## src/rtl/calc_pkg.sv

```systemverilog
// calc_pkg: shared key codes, ALU op codes, sequencer state encoding and
// display constants for the four-digit BCD calculator.
package calc_pkg;

    localparam logic [3:0] KEY_ADD = 4'd10;
    localparam logic [3:0] KEY_SUB = 4'd11;
    localparam logic [3:0] KEY_MUL = 4'd12;
    localparam logic [3:0] KEY_DIV = 4'd13;
    localparam logic [3:0] KEY_EQ  = 4'd14;
    localparam logic [3:0] KEY_CLR = 4'd15;

    localparam logic [3:0] OP_ADD = 4'd0;
    localparam logic [3:0] OP_SUB = 4'd1;
    localparam logic [3:0] OP_MUL = 4'd2;
    localparam logic [3:0] OP_DIV = 4'd3;

    localparam logic [2:0]  MAX_DIGITS  = 3'd4;
    localparam logic [15:0] ERR_PATTERN = 16'hEEEE;

    typedef enum logic [2:0] {
        ST_ENTER_A  = 3'd0,
        ST_OP_SEL   = 3'd1,
        ST_ENTER_B  = 3'd2,
        ST_EXEC     = 3'd3,
        ST_SHOW_RES = 3'd4,
        ST_ERROR    = 3'd5
    } state_e;

    function automatic logic is_digit(input logic [3:0] k);
        return k <= 4'd9;
    endfunction

    function automatic logic is_op(input logic [3:0] k);
        return (k >= KEY_ADD) && (k <= KEY_DIV);
    endfunction

endpackage

```

## src/rtl/bcd_entry_reg.sv

```systemverilog
// bcd_entry_reg: 4-digit BCD operand register. Digits shift in from the
// right until four have been taken, then further digits are dropped.
// Clear and shift may coincide (clear, then take the digit); a parallel
// load marks the operand as full.
module bcd_entry_reg
    import calc_pkg::*;
(
    input  logic        clk,
    input  logic        resetn,
    input  logic        clr_i,
    input  logic        shift_i,
    input  logic [3:0]  digit_i,
    input  logic        load_i,
    input  logic [15:0] load_val_i,
    output logic [15:0] val_o,
    output logic [15:0] val_nxt_o
);

    logic [15:0] val_q, val_d, base_val;
    logic [2:0]  cnt_q, cnt_d, base_cnt;

    // Next operand value: clear first, then load or shift-in a digit.
    always_comb begin
        base_val = clr_i ? 16'd0 : val_q;
        base_cnt = clr_i ? 3'd0  : cnt_q;
        val_d    = base_val;
        cnt_d    = base_cnt;
        if (load_i) begin
            val_d = load_val_i;
            cnt_d = MAX_DIGITS;
        end else if (shift_i && (base_cnt < MAX_DIGITS)) begin
            val_d = {base_val[11:0], digit_i};
            cnt_d = base_cnt + 3'd1;
        end
    end

    // Operand value and digit count registers.
    always_ff @(posedge clk or negedge resetn) begin
        if (!resetn) begin
            val_q <= '0;
            cnt_q <= '0;
        end else begin
            val_q <= val_d;
            cnt_q <= cnt_d;
        end
    end

    assign val_o     = val_q;
    assign val_nxt_o = val_d;

endmodule

```

## src/rtl/calc_sequencer.sv

```systemverilog
// calc_sequencer: calculator control FSM. Builds operand 1, operator and
// operand 2 from key strobes, launches the ALU, then shows the result or the
// error pattern. Define CALC_CHAIN_EN to let an operator key pressed while a
// result is shown continue the calculation with that result as operand 1.
module calc_sequencer
    import calc_pkg::*;
#(
    parameter int ALU_TIMEOUT = 255
) (
    input  logic        clk,
    input  logic        resetn,
    input  logic        key_valid,
    input  logic [3:0]  key_code,
    output logic [15:0] alu_num1,
    output logic [15:0] alu_num2,
    output logic [3:0]  alu_op,
    output logic        alu_start,
    input  logic        alu_done,
    input  logic [15:0] alu_res,
    input  logic        alu_err,
    output logic [15:0] display,
    output logic        busy,
    output logic        err
);

    localparam int TW = (ALU_TIMEOUT < 1) ? 1 : $clog2(ALU_TIMEOUT + 1);

    state_e        state_q, state_d;
    logic [3:0]    op_q, op_d;
    logic [15:0]   res_q, res_d, disp_q, disp_d;
    logic          start_q, start_d, pend_q, pend_d, pend_now;
    logic          busy_q, err_q;
    logic [TW-1:0] tmo_q, tmo_d;

    logic          n1_clr, n1_shift, n1_load, n2_clr, n2_shift;
    logic [15:0]   n1_val, n1_nxt, n2_val, n2_nxt;

    logic          k_dig, k_op, k_eq, k_clr, done_ok, tmo_hit;

    assign k_dig = key_valid && is_digit(key_code);
    assign k_op  = key_valid && is_op(key_code);
    assign k_eq  = key_valid && (key_code == KEY_EQ);
    assign k_clr = key_valid && (key_code == KEY_CLR);

    // Done is only meaningful once the launch pulse has gone out.
    assign done_ok = (state_q == ST_EXEC) && !start_q && alu_done;
    assign tmo_hit = (state_q == ST_EXEC) && (tmo_q == TW'(ALU_TIMEOUT));

    bcd_entry_reg u_num1 (
        .clk(clk), .resetn(resetn), .clr_i(n1_clr), .shift_i(n1_shift),
        .digit_i(key_code), .load_i(n1_load), .load_val_i(res_q),
        .val_o(n1_val), .val_nxt_o(n1_nxt)
    );

    bcd_entry_reg u_num2 (
        .clk(clk), .resetn(resetn), .clr_i(n2_clr), .shift_i(n2_shift),
        .digit_i(key_code), .load_i(1'b0), .load_val_i(16'd0),
        .val_o(n2_val), .val_nxt_o(n2_nxt)
    );

    // Next state, operand control and display source selection.
    always_comb begin
        state_d  = state_q;
        op_d     = op_q;
        res_d    = res_q;
        start_d  = 1'b0;
        pend_d   = pend_q;
        pend_now = 1'b0;
        tmo_d    = tmo_q;
        n1_clr   = 1'b0;
        n1_shift = 1'b0;
        n1_load  = 1'b0;
        n2_clr   = 1'b0;
        n2_shift = 1'b0;

        if (k_clr && (state_q != ST_EXEC)) begin
            n1_clr  = 1'b1;
            n2_clr  = 1'b1;
            op_d    = OP_ADD;
            res_d   = '0;
            state_d = ST_ENTER_A;
        end else begin
            unique case (state_q)
                ST_ENTER_A: begin
                    if (k_dig) begin
                        n1_shift = 1'b1;
                    end else if (k_op) begin
                        op_d    = key_code - KEY_ADD;
                        state_d = ST_OP_SEL;
                    end
                end
                ST_OP_SEL: begin
                    if (k_op) begin
                        op_d = key_code - KEY_ADD;
                    end else if (k_dig) begin
                        n2_clr   = 1'b1;
                        n2_shift = 1'b1;
                        state_d  = ST_ENTER_B;
                    end
                end
                ST_ENTER_B: begin
                    if (k_dig) begin
                        n2_shift = 1'b1;
                    end else if (k_eq) begin
                        start_d = 1'b1;
                        tmo_d   = '0;
                        pend_d  = 1'b0;
                        state_d = ST_EXEC;
                    end
                end
                ST_EXEC: begin
                    // A clear pressed mid-operation waits for the ALU to finish.
                    pend_now = pend_q | k_clr;
                    pend_d   = pend_now;
                    tmo_d    = tmo_q + 1'b1;
                    if (done_ok || tmo_hit) begin
                        pend_d = 1'b0;
                        if (pend_now) begin
                            n1_clr  = 1'b1;
                            n2_clr  = 1'b1;
                            op_d    = OP_ADD;
                            res_d   = '0;
                            state_d = ST_ENTER_A;
                        end else if (done_ok && !alu_err) begin
                            res_d   = alu_res;
                            state_d = ST_SHOW_RES;
                        end else begin
                            state_d = ST_ERROR;
                        end
                    end
                end
                ST_SHOW_RES: begin
                    if (k_dig) begin
                        n1_clr   = 1'b1;
                        n1_shift = 1'b1;
                        n2_clr   = 1'b1;
                        op_d     = OP_ADD;
                        state_d  = ST_ENTER_A;
                    end
`ifdef CALC_CHAIN_EN
                    else if (k_op) begin
                        n1_load = 1'b1;
                        op_d    = key_code - KEY_ADD;
                        state_d = ST_OP_SEL;
                    end
`endif
                end
                ST_ERROR: ;
                default:  state_d = ST_ENTER_A;
            endcase
        end

        unique case (state_d)
            ST_ENTER_A, ST_OP_SEL: disp_d = n1_nxt;
            ST_ENTER_B, ST_EXEC:   disp_d = n2_nxt;
            ST_SHOW_RES:           disp_d = res_d;
            default:               disp_d = ERR_PATTERN;
        endcase
    end

    // State and registered outputs.
    always_ff @(posedge clk or negedge resetn) begin
        if (!resetn) begin
            state_q <= ST_ENTER_A;
            op_q    <= '0;
            res_q   <= '0;
            disp_q  <= '0;
            start_q <= 1'b0;
            pend_q  <= 1'b0;
            tmo_q   <= '0;
            busy_q  <= 1'b0;
            err_q   <= 1'b0;
        end else begin
            state_q <= state_d;
            op_q    <= op_d;
            res_q   <= res_d;
            disp_q  <= disp_d;
            start_q <= start_d;
            pend_q  <= pend_d;
            tmo_q   <= tmo_d;
            busy_q  <= (state_d == ST_EXEC);
            err_q   <= (state_d == ST_ERROR);
        end
    end

    assign alu_num1  = n1_val;
    assign alu_num2  = n2_val;
    assign alu_op    = op_q;
    assign alu_start = start_q;
    assign display   = disp_q;
    assign busy      = busy_q;
    assign err       = err_q;

endmodule

```

## config.mk

```make
export PLATFORM = sky130hd
export DESIGN_NAME = calc_sequencer
export DESIGN_NICKNAME = d
export VERILOG_FILES = /design/src/rtl/calc_pkg.sv /design/src/rtl/bcd_entry_reg.sv /design/src/rtl/calc_sequencer.sv
export SDC_FILE = /design/constraint.sdc
export NUM_CORES = 1
export LEC_CHECK = 0
export CORE_ASPECT_RATIO = 1.5
export CORE_UTILIZATION = 30
export DETAILED_ROUTE_END_ITERATION = 7
export PLACE_DENSITY = 0.55
export SYNTH_ARGS = -nofsm -noshare
export SYNTH_HDL_FRONTEND = slang
export SYNTH_SLANG_ARGS = --single-unit
```

## constraint.sdc

```tcl
create_clock -name clk -period 3.25 [get_ports clk]
set_input_delay 0.65 -clock clk [delete_from_list [all_inputs] [get_ports clk]]
set_output_delay 0.65 -clock clk [all_outputs]
set_load 0.01 [all_outputs]
```

== Yosys cells after proc, flatten, opt, wreduce, memory -nomap -nowiden ==
Index checks and enable logic that the tools add are counted.

* $add $sub $neg: 4
* Order comparisons: 5
* Equality and inequality tests: 20
* Multiplexer cells: 56
* Bitwise logic cells: 2
* Reductions and logical operators: 24

{| class="wikitable"
|+ Operators by type and width
! operator !! number
|-
| 16-bit two-way mux || 9
|-
| 16-bit case mux with 3 select lines || 1
|-
| 3-bit two-way mux || 14
|-
| 4-bit two-way mux || 6
|-
| 3-bit case mux with 6 select lines || 1
|-
| 1-bit two-way mux || 17
|-
| 8-bit two-way mux || 2
|-
| 4-bit case mux with 4 select lines || 1
|-
| 8-bit case mux with 2 select lines || 1
|-
| 3-bit by 2-bit equality test with 1-bit output, second input constant || 4
|-
| 3-bit equality test, second input constant || 4
|-
| 1-bit logical AND || 12
|-
| 8-bit by 1-bit adder with 8-bit output, second input constant || 1
|-
| 4-bit equality test, second input constant || 2
|-
| 8-bit equality test, second input constant || 1
|-
| 4-bit <= comparator, second input constant || 2
|-
| 3-bit by 1-bit adder with 3-bit output, second input constant || 2
|-
| 3-bit by 1-bit equality test with 1-bit output, second input constant || 2
|-
| 3-bit zero test || 2
|-
| 3-bit less-than comparator, second input constant || 2
|-
| 3-bit by 1-bit inequality test with 1-bit output, second input constant || 2
|-
| 3-bit inequality test, second input constant || 2
|-
| 1-bit case mux with 2 select lines || 3
|-
| 2-bit OR reduction || 3
|-
| 13 further kinds || 15
|}

* Bits in registers: 89
* Bits of input ports: 25
* Output and inout port bits: 55
* Word-level logic and storage cells: 124

== Logic depth before layout (Yosys ltp) ==
Gate-level depths: netlist (run 1).

* Depth after elaboration: 12
* Mapped depth: 12
* Gate-level depth less buffers: 9

== Hierarchy ==
A second synthesis (run 1) with hierarchy kept.

* Cell total of the unflattened synthesis: 489
* Area total of the unflattened synthesis: 4738.3 µm²

{| class="wikitable"
|+ By module, submodules not included
! module !! times used !! cells an instance !! area an instance (µm²) !! seq. area each (µm²)
|-
| calc_sequencer || 1 || 303 || 2786.4 || 1276.2
|-
| bcd_entry_reg || 2 || 93 || 975.9 || 475.5
|}

== Worst setup path before layout (run 1) ==
Ideal clock, no wire load.

* Path kind: input port to flip-flop
* Start point: input port key_code[2]
* End point: register u_num2.cnt_q[1]
* Library setup time: 0.125 ns
* Arrival: 2.268 ns
* Required time: 3.125 ns
* Setup slack: 0.857 ns
* Cell stages on the path: 9
* Buffers on the path: 2
* Cell sequence: buf_4 > and4_4 > a22oi_4 > a21oi_4 > buf_6 > a21oi_1 > and2_1 > ha_1 > mux2_2

* Longest elaborated chain between the ends: 11
* Elaborated cells on any way between the ends: 23
* Those cells by class: add/sub (1); order compare (4); eq/ne (1); mux (10); bitwise (1); reduce/logical (6)

{| class="wikitable"
|+ Ends and longest elaborated chain
! item !! RTL line !! source
|-
| from (decl) || calc_sequencer.sv:13 || <nowiki>input logic [3:0] key_code,</nowiki>
|-
| parallel branches: the longest is 10 deep, another holds 4-bit <= comparator || - ||
|-
| 3-bit two-way mux (*) || bcd_entry_reg.sv:31 || <nowiki>end else if (shift_i && (base_cnt < MAX_DIGITS)) begin</nowiki>
|-
| net u_num2.cnt_d[1] || bcd_entry_reg.sv:20 || <nowiki>logic [2:0] cnt_q, cnt_d, base_cnt;</nowiki>
|-
| to (signal assigned) || bcd_entry_reg.sv:44 || <nowiki>cnt_q <= cnt_d;</nowiki>
|-
| to (decl) || bcd_entry_reg.sv:20 ||
|}

Mark *: on every way through the listed nets, which the timed path passes.
A chain may end at the register's enable or synchronous reset.

== Worst setup path in the final report (run 1) ==
* Start point: input port key_valid
* End point: register disp_q[8], in the netlist display[8]

* Elaborated cells on any way between the ends: 51
* Those cells by class: order compare (2); eq/ne (4); mux (34); bitwise (1); reduce/logical (10)

{| class="wikitable"
|+ RTL lines
! item !! RTL line !! source
|-
| from (decl) || calc_sequencer.sv:12 || <nowiki>input logic key_valid,</nowiki>
|-
| 1-bit logical AND (on tied branches) || calc_sequencer.sv:42, calc_sequencer.sv:40, calc_sequencer.sv:41 ||
|-
| 3-bit two-way mux (on tied branches) || calc_sequencer.sv:104, calc_sequencer.sv:87, calc_sequencer.sv:95 ||
|-
| 3-bit two-way mux (on tied branches) || calc_sequencer.sv:102, calc_sequencer.sv:85, calc_sequencer.sv:93 ||
|-
| 3-bit case mux with 6 select lines || calc_sequencer.sv:83 || <nowiki>unique case (state_q)</nowiki>
|-
| 3-bit two-way mux (*) || calc_sequencer.sv:76 || <nowiki>if (k_clr && (state_q != ST_EXEC)) begin</nowiki>
|-
| net state_d[1] || calc_sequencer.sv:28 || <nowiki>state_e state_q, state_d;</nowiki>
|-
| 3-bit by 2-bit equality test with 1-bit output, or another cell as far along || calc_sequencer.sv:153 || <nowiki>unique case (state_d)</nowiki>
|-
| 2-bit OR reduction || calc_sequencer.sv:153 ||
|-
| 16-bit case mux with 3 select lines (*) || calc_sequencer.sv:153 ||
|-
| net disp_d[8] || calc_sequencer.sv:30 || <nowiki>logic [15:0] res_q, res_d, disp_q, disp_d;</nowiki>
|-
| to (signal assigned) || calc_sequencer.sv:177 || <nowiki>disp_q <= disp_d;</nowiki>
|-
| to (decl) || calc_sequencer.sv:30 ||
|}

The timed path passes the listed nets; every way through them passes the cells marked *.

==> impl_metrics.json, run 1 <==
{
  "slew_headroom_pct": 52.9,
  "synthAdderAreaFrac_pct": 1.10,
  "netlist_instances": 452,
  "crit_required_ps": 3530,
  "fmax_ghz": 0.361,
  "postCtsHoldBufs": 0,
  "setup_ws_ps": 481,
  "yosysUniqueCellTypes": 72,
  "dieArea_sq_um": 15700,
  "die_w_microns": 103,
  "slew_viol_final": 0,
  "fin_worst_skew_ps": 12.6,
  "grt_pass1_vias": 4007,
  "postCtsSetupRepairBufs": 0,
  "grt_max_degree": 41,
  "min_period_over_period_pct": 85.2,
  "drtIter0Drc": 213,
  "hp-class": "input pin to async pin",
  "antenna_found_initial": 0,
  "grt_usage_pct": 18.9,
  "synth_async_sr_flop_share_pct": 100,
  "crit_chain": "clkdlybuf4s50_1, and4_4, nand2_2, nand2_1, a31o_2, inv_1, nor2_1, a221o_1",
  "portBuffers": 79,
  "drt-wirelength-per-cell_microns": 18.9,
  "drc_errors": 0,
  "drt_first_pass_iters": 4,
  "clkTransAtPathRegs_ps": 70,
  "crit_arrival_ps": 3050,
  "muxShareOfSynthArea_pct": 2.56,
  "post-route-min-period_ps": 2770,
  "std_cell_rows": 54,
  "yosysWarnings": 0,
  "yosys.area_share.xor_xnor_pct": 1.54,
  "finalWirelength_microns": 14100,
  "routed_via_density": 5.17,
  "finalSetupViolations": 0,
  "root_buffer": "clkbuf_16",
  "avgSynthCellArea_sq_um": 10.1,
  "hold_violations": 0,
  "ioPinCount": 80,
  "fin_nets": 571,
  "cts_max_level": 3,
  "gp_congestion": 0.830,
  "diodes": 0,
  "ys_ff_latch": 89,
  "path_max_fanout": 8,
  "ys_seq_area_share_pct": 49.0,
  "dpl.hpwl_microns": 10600,
  "vias": 3845,
  "cts_inserted_buffers": 9,
  "ys_top_cells_by_area": "dfrtp_1 49%, nand2_1 4.8%, nor2_1 3.5%, a21oi_1 3.0%, nand3_1 2.0%",
  "tightest_slew_ps": 707,
  "synthFlopType": "dfrtp_1",
  "synth_top_area_share_pct": 49.0,
  "ir_worst_vdd_mv": 0.359,
  "core_sq_um": 14700,
  "synth_compound_area_share_pct": 21.2,
  "antenna_left": 0,
  "synth-edff-count": 0,
  "syn-cell-area_sq_um": 4550,
  "synth_top_family_by_area": "compound AO/OA/AOI/OAI gates",
  "syn_nets": 481,
  "die_h_microns": 153,
  "pre_cts_slack_ps": 160,
  "p_leak_nw": 2.55,
  "syn2layout_area_growth_pct": 30.4,
  "tns_ps": 0,
  "slowest_delay_ps": 640,
  "status": "finished, final reports clean",
  "initial_core_util_pct": 31.0,
  "cts_tree": "yes",
  "cp-start-kind": "input pin",
  "yosys.area_share.simple_pct": 19.7,
  "drv_cap": 0,
  "clockBufferDepth": 2,
  "drive_gt1_share_pct": 14.8,
  "p_per_area_nw_per_um2": 968,
  "yosys.area.top_type": "dfrtp_1",
  "grt_overflow_total": 0,
  "clk_latency_ps": 350,
  "fin_util_pct": 40.4,
  "grt_pass1_wl_microns": 22200,
  "rsz0062_at_grt": "no",
  "numClockSinks": 89,
  "cts_resized": 0,
  "crit_path_end_kind": "flip-flop",
  "cpMaxStageDelayCell": "clkdlybuf4s50_1",
  "crit_type": "input pin to flip-flop"
}
cell usage after synthesis, types with 3 or more instances:
cell and number:
mux2_2 5, and2_1 8, o221a_2 6, nor2_1 42, buf_6 6, o21a_1 5
or2_0 4, a221o_1 4, o22a_1 3, o2bb2ai_1 3, inv_1 11, nand2_1 58
dfrtp_1 89, a21oi_1 27, nand4_1 6, a31oi_1 7, xor2_1 6, o21ai_0 14
a22o_1 8, buf_4 4, clkbuf_1 4, buf_2 11, or3_1 3, o22ai_1 9
nand3_1 18, o211ai_1 5, nor3_4 4, o21ai_1 5, nor3_1 7, a21o_1 7
ha_1 4, nand2b_1 3, mux2i_1 6, nor2b_1 4
routing by layer:
layer | share of wire, % | wire, microns | track usage, %
met1 | 40 | 5640 | 22.6
met2 | 53 | 7430 | 32.4
met3 | 4.3 | 612 | 4.31
met4 | 2.8 | 388 | 7.01
met5 | 0 | 0 | 0
layout by cell type (no fill, tap or decap), drive strengths merged, types with 7 or more instances in the layout:
cell type,netlist,layout
a21o,7,7
nor3,12,12
nand2,60,60
nand3,18,18
a21oi,28,28
nor2,45,45
clkdlybuf4s50,0,78
inv,12,15
a31oi,8,8
and2,8,8
o22ai,10,10
dfrtp,89,89
clkbuf,4,10
a22o,8,8
o21ai,20,20
buf,22,27
final timing paths:
path                            start  cells past startpoint  slack, ps    endpoint
min reg2reg                  tmo_q[6]                      1        510    tmo_q[6]
max reg2reg                state_q[2]                      6        570  display[7]
min in group clk             tmo_q[6]                      1        510    tmo_q[6]
max                         key_valid                      8        480  display[8]
max in group asynchronous      resetn                      2       2180    res_q[0]
min                            resetn                      1        270        busy
final cells by class:
class                   instances  area (sq um)
fillers                      1463          8730
flip-flops and latches         89          2230
multi-input cells             324          2100
repair buffers                105           996
well taps                     196           245
clock buffers                  10           239
clock inverters                 6          72.6
inverters                      13          48.8
critical path: cells and delay by family:
family	cells	cell delay, ps
AND/OR/NAND/NOR	4	1030
buffers and inverters	2	820
AO/OA/AOI/OAI	2	540
flip-flops by register name, indices dropped and copies added (netlist names):
name,flops
err,1
alu_start,1
u_num2.val_o,16
u_num2.cnt_q,3
display,16
alu_op,4
busy,1
tmo_q,8
u_num1.cnt_q,3
res_q,16
state_q,3
pend_q,1
u_num1.val_o,16
where the power goes:
| group | internal, mW | leakage (nW) | switching [mW] |
|---|---|---|---|
| logic | 1.33 | 1.25 | 1.35 |
| clock network | 0.628 | 0.155 | 0.465 |
| registers | 1.56 | 1.14 | 0.412 |
| total | 3.51 | 2.55 | 2.23 |
logic make-up after synthesis:
family | after synthesis
and+or+nand+nor | 174
AOI/OAI and AO/OA | 127
DFF | 89
buffers and inverters | 39
muxes | 11
xor gates and xnor gates | 8
adders and majority gates | 4
stage by stage:
step | hold slack (ps) | cells | total power [mW] | area [sq um]
finish | 274 | 743 | 5.74 | 5930
global route | 308 | 743 | 6.08 | 5930
CTS | 292 | 743 | 5.77 | 5930
detailed placement | 499 | 727 | 4.66 | 5620
global placement | 499 | 727 | 4.63 | 5620
floorplan | 354 | 452 | 3.43 | 4550
No activity file was read; power rests on OpenSTA's default activity.
==> run 2: changes to the inputs <==
- PLACE_DENSITY: 0.55 -> 0.57
- clock period: 3.25 -> 2.5 ns (I/O delays scaled with it)
==> run 2 against run 1 <==
Die area unchanged. Non-clock buffer count up 51. Critical path type unchanged. Core utilization up 3.1 points. Clock power grew 36%.
==> impl_metrics.json, run 2 (synthesis gave the netlist of run 1 again) <==
{
  "rsz0062_at_grt": "no",
  "antenna_found_initial": 0,
  "routed_via_density": 5.08,
  "cp-startpoint": "key_code[1]",
  "tns_ps": 0,
  "die_w_microns": 103,
  "cts_max_level": 3,
  "drc_errors": 0,
  "std_cell_rows": 54,
  "pwr-share-comb_pct": 49.5,
  "cp.depth": 8,
  "clockBufferDepth": 2,
  "final_area_sq_um": 6390,
  "tightest_slew_ps": 593,
  "drt-wirelength-per-cell_microns": 17.9,
  "drt_first_pass_iters": 4,
  "drive_gt1_share_pct": 22.2,
  "crit_buf_inv": 3,
  "grt_overflow_total": 0,
  "rr_worst_depth": 9,
  "p_sw_share_pct": 37.2,
  "root_buffer": "clkbuf_16",
  "clkTransAtPathRegs_ps": 70,
  "finalSetupViolations": 0,
  "final_common_cell": "dfrtp_1",
  "internal_power_mw": 4.98,
  "worst-r2r-setup-slack_ps": 210,
  "crit_arrival_ps": 2660,
  "cpMaxStageDelayCell": "clkdlybuf4s50_1",
  "drtIter0Drc": 201,
  "power_frac_seq_pct": 31.8,
  "cp-start-kind": "input pin",
  "hp-class": "input pin to async pin",
  "die_h_microns": 153,
  "layout_common_cells": "89 x dfrtp_1, 78 x clkdlybuf4s50_1, 72 x buf_4",
  "rr_endpoint": "display[12]",
  "diodes": 0,
  "fin_worst_skew_ps": 12.9,
  "numClockSinks": 89,
  "place_inst": 778,
  "ir_worst_vdd_mv": 0.416,
  "p_per_area_nw_per_um2": 1240,
  "finalNonFillerCells": 794,
  "cts_tree": "yes",
  "hold_violations": 0,
  "syn2layout_area_growth_pct": 40.5,
  "grt_pass1_vias": 4153,
  "status": "finished, final reports clean",
  "cts_inserted_buffers": 9,
  "worst_path_dominant_cell_family": "simple AND/OR/NAND/NOR gates",
  "core_sq_um": 14700,
  "ioPinCount": 80,
  "postCtsHoldBufs": 0,
  "grt_pass1_wl_microns": 22300,
  "r2r-start": "tmo_q[0]",
  "fmax_ghz": 0.420,
  "clk_latency_ps": 340,
  "vias": 4037,
  "crit_chain": "clkdlybuf4s50_1, and4_4, nand2_2, a32oi_2, inv_2, buf_4, nor2_1, a221o_1",
  "slew_viol_final": 0,
  "dieArea_sq_um": 15700,
  "fin_nets": 622,
  "dpl.hpwl_microns": 10900,
  "min_period_over_period_pct": 95.3,
  "hold_ws_ps": 154,
  "post-route-min-period_ps": 2380,
  "clockPowerShare_pct": 18.7,
  "portBuffers": 79,
  "crit_path_end_kind": "flip-flop",
  "place_area_sq_um": 6060,
  "gp_congestion": 0.891,
  "crit_required_ps": 2780,
  "finalWirelength_microns": 14200,
  "grt_usage_pct": 18.8,
  "initial_core_util_pct": 31.0,
  "antenna_left": 0,
  "slew_headroom_pct": 60.5,
  "path_max_fanout": 6,
  "p_leak_nw": 2.82,
  "crit_end": "display[12]",
  "drv_cap": 0,
  "grt_max_degree": 44,
  "crit_type": "input pin to flip-flop",
  "slowest_delay_ps": 590,
  "p_switching_mw": 2.95
}
[run 2: cell types whose count changed in the layout (fill, tap and decap cells not counted), sizes merged]
cell      before  now
buf           27   78
bufinv         1    2
clkbuf        10    9
clkinv         3    2
clkinvlp       0    1
[run 2: worst min-delay path by stage]
stage	startpoint	slack [ps]	to
after floorplan	resetn	200	alu_op[0]
after global placement	alu_op[3]	490	alu_op[3]
after detailed placement	alu_op[2]	500	alu_op[2]
after CTS	resetn	170	busy
after global routing	resetn	190	busy
final	resetn	150	busy
[run 2: final cells by class]
class,count,area [sq um]
Multi-Input combinational cell,324,2100
Clock inverter,7,98.8
Tap cell,196,245
Sequential cell,89,2230
Timing Repair Buffer,156,1440
Fill cell,1411,8270
Clock buffer,9,225
Inverter,13,48.8
[run 2: per-layer routing]
metal  vias to the layer above  share of wire [%]  global-route usage (%)
met5                         -                  0                       0
met4                         0                4.1                    9.46
met3                        35                4.1                    2.84
met2                       118                 52                    32.5
met1                      1973                 40                    22.0
li1                       1911                  -                       -
[run 2: repair_timing]
| action | 4_1_cts | 5_1_grt |
|---|---|---|
| setup endpoints to repair | 0 | 12 |
| gates resized for setup | 0 | 1 |
| setup buffers | 0 | 0 |
| hold endpoints to repair | 0 | 0 |
[run 2: worst register-to-register path, stage by stage, from the launching register on]
cell,delay [ps]
dfrtp_1,420
ha_1,240
nand4_1,120
o21a_1,300
buf_4,160
nand3_1,70
a31o_2,280
inv_1,70
nor2_1,130
a221o_1,380
[run 2: power by group through the flow]
stage | Sequential (mW) | Combinational (mW) | Clock, mW
after global routing | 2.59 | 4.22 | 1.56
after global placement | 2.53 | 3.87 | 0
final | 2.52 | 3.93 | 1.48
after detailed placement | 2.54 | 3.91 | 0
after floorplan | 2.56 | 1.90 | 0
after CTS | 2.52 | 3.94 | 1.50
[run 2: per-stage QoR]
step	utilization (%)	setup slack (ps)	total power [mW]
after floorplan	-	257	4.46
after global placement	41.3	-309	6.40
after detailed placement	41.3	-318	6.46
after CTS	43.5	41.8	7.97
after global routing	43.6	39.7	8.36
final	43.6	117	7.93
==> run 3: changes to the inputs <==
- CORE_UTILIZATION: 30 -> 48
- CTS_CLUSTER_SIZE: unset -> 28
- PLACE_DENSITY: 0.57 -> 0.82
==> run 3 against run 2 <==
Hold slack got worse by 30 ps. Combinational power decreased by 2%. Sequential share of layout area is 0.90 points higher. Die area down 37%. Critical path depth is the same. Clock-buffer cell count stayed put.
==> impl_metrics.json, run 3 (synthesis gave the netlist of run 1 again) <==
{
  "antenna_left": 0,
  "fmax_ghz": 0.419,
  "cp-start-kind": "input pin",
  "grt_usage_pct": 29.5,
  "clockPowerShare_pct": 17.7,
  "internal_power_mw": 4.80,
  "slowest_delay_ps": 600,
  "clkTransAtPathRegs_ps": 70,
  "fill_cells": 691,
  "post-route-min-period_ps": 2390,
  "fin_nets": 619,
  "initial_core_util_pct": 49.4,
  "root_buffer": "clkbuf_16",
  "drv_cap": 0,
  "postCtsHoldBufs": 0,
  "cpMaxStageDelayCell": "clkdlybuf4s50_1",
  "path_max_fanout": 8,
  "ioPinCount": 80,
  "finalSetupViolations": 0,
  "grt_pass1_vias": 4205,
  "antenna_found_initial": 0,
  "crit_chain": "clkdlybuf4s50_1, and4_4, nand2_2, a32oi_2, inv_2, buf_4, nor2_1, a221o_1",
  "crit_arrival_ps": 2670,
  "dieArea_sq_um": 9870,
  "core_sq_um": 9200,
  "drtIter0Drc": 326,
  "p_leak_nw": 2.80,
  "finalWirelength_microns": 13600,
  "cp-startpoint": "key_code[1]",
  "die_w_microns": 81.5,
  "slew_viol_final": 0,
  "tightest_slew_ps": 604,
  "drive_gt1_share_pct": 22.5,
  "hold_violations": 0,
  "hold_ws_ps": 124,
  "drt_first_pass_iters": 5,
  "min_period_over_period_pct": 95.5,
  "clk_latency_ps": 350,
  "clockBufferDepth": 2,
  "p_per_area_nw_per_um2": 1250,
  "grt_pass1_wl_microns": 21200,
  "diodes": 0,
  "drt-wirelength-per-cell_microns": 19.2,
  "rsz0062_at_grt": "no",
  "p_sw_share_pct": 38.3,
  "power_frac_seq_pct": 33.0,
  "fin_util_pct": 67.7,
  "status": "finished, final reports clean",
  "vias": 4153,
  "r2r-start": "tmo_q[0]",
  "die_h_microns": 121,
  "syn2layout_area_growth_pct": 37.0,
  "cts_max_level": 3,
  "crit_required_ps": 2790,
  "p_switching_mw": 2.99,
  "dpl.hpwl_microns": 10200,
  "crit_type": "input pin to flip-flop",
  "cts_tree": "yes",
  "final_common_cell": "dfrtp_1",
  "numClockSinks": 89,
  "crit_path_end_kind": "flip-flop",
  "fin_worst_skew_ps": 4.61,
  "layout_common_cells": "89 x dfrtp_1, 77 x clkdlybuf4s50_1, 71 x buf_4",
  "grt_max_degree": 48,
  "worst_path_dominant_cell_family": "buffers and inverters",
  "std_cell_rows": 43,
  "grt_overflow_total": 0,
  "hp-class": "input pin to async pin",
  "ir_worst_vdd_mv": 0.652,
  "portBuffers": 79,
  "cts_inserted_buffers": 9,
  "pwr-share-comb_pct": 49.3,
  "drc_errors": 0,
  "gp_congestion": 0.930,
  "routed_via_density": 5.87,
  "slew_headroom_pct": 59.6,
  "crit_buf_inv": 3
}
## run 3: timing repair
action	CTS	global route
setup buffers	0	0
hold endpoints to repair	0	0
setup endpoints to repair	1	10
resized for setup	1	5
pin swaps	0	0
## run 3: power by group through the flow
stage               Sequential, mW  Clock (mW)  Combinational, mW
finish                        2.57        1.38               3.84
global route                  2.61        1.45               4.13
CTS                           2.55        1.40               3.81
detailed placement            2.56           0               3.78
global placement              2.54           0               3.69
floorplan                     2.56           0               1.90
## run 3: per-layer routing
metal	up-vias	wire length, microns	global-route usage (%)
li1	1899	-	-
met1	2028	5200	35.2
met2	181	6960	48.7
met3	45	745	3.53
met4	0	663	19.6
met5	-	0	0
## run 3: metrics by stage
| step | setup TNS [ps] | setup slack, ps | power [mW] | instances | cell area [sq um] |
|---|---|---|---|---|---|
| 2_1_floorplan | 0 | 257 | 4.46 | 452 | 4550 |
| 3_3_place_gp | -4140 | -357 | 6.24 | 691 | 5910 |
| 3_5_place_dp | -5070 | -377 | 6.34 | 691 | 5910 |
| 4_1_cts | 0 | 21.8 | 7.76 | 707 | 6210 |
| 5_1_grt | 0 | 6.04 | 8.19 | 707 | 6230 |
| 6_report | 0 | 114 | 7.79 | 707 | 6230 |
## run 3: worst paths after layout
path / end / slack (ps) / cells after the start
max in group asynchronous: alu_op[0] / 1730 / 2
worst max-delay path: display[4] / 110 / 8
min in group clk: alu_op[2] / 510 / 1
worst min-delay path: busy / 120 / 1
worst min register to register: alu_op[2] / 510 / 1
worst max register to register: u_num1.cnt_q[1] / 180 / 10
## run 3: area by class of cell
class	count	area (sq um)	share of cell area (%)
Timing Repair Buffer	153	1400	22.4
Inverter	13	48.8	0.783
Multi-Input combinational cell	324	2110	33.9
Sequential cell	89	2230	35.8
Tap cell	112	140	2.25
Clock buffer	9	225	3.62
Clock inverter	7	76.3	1.23
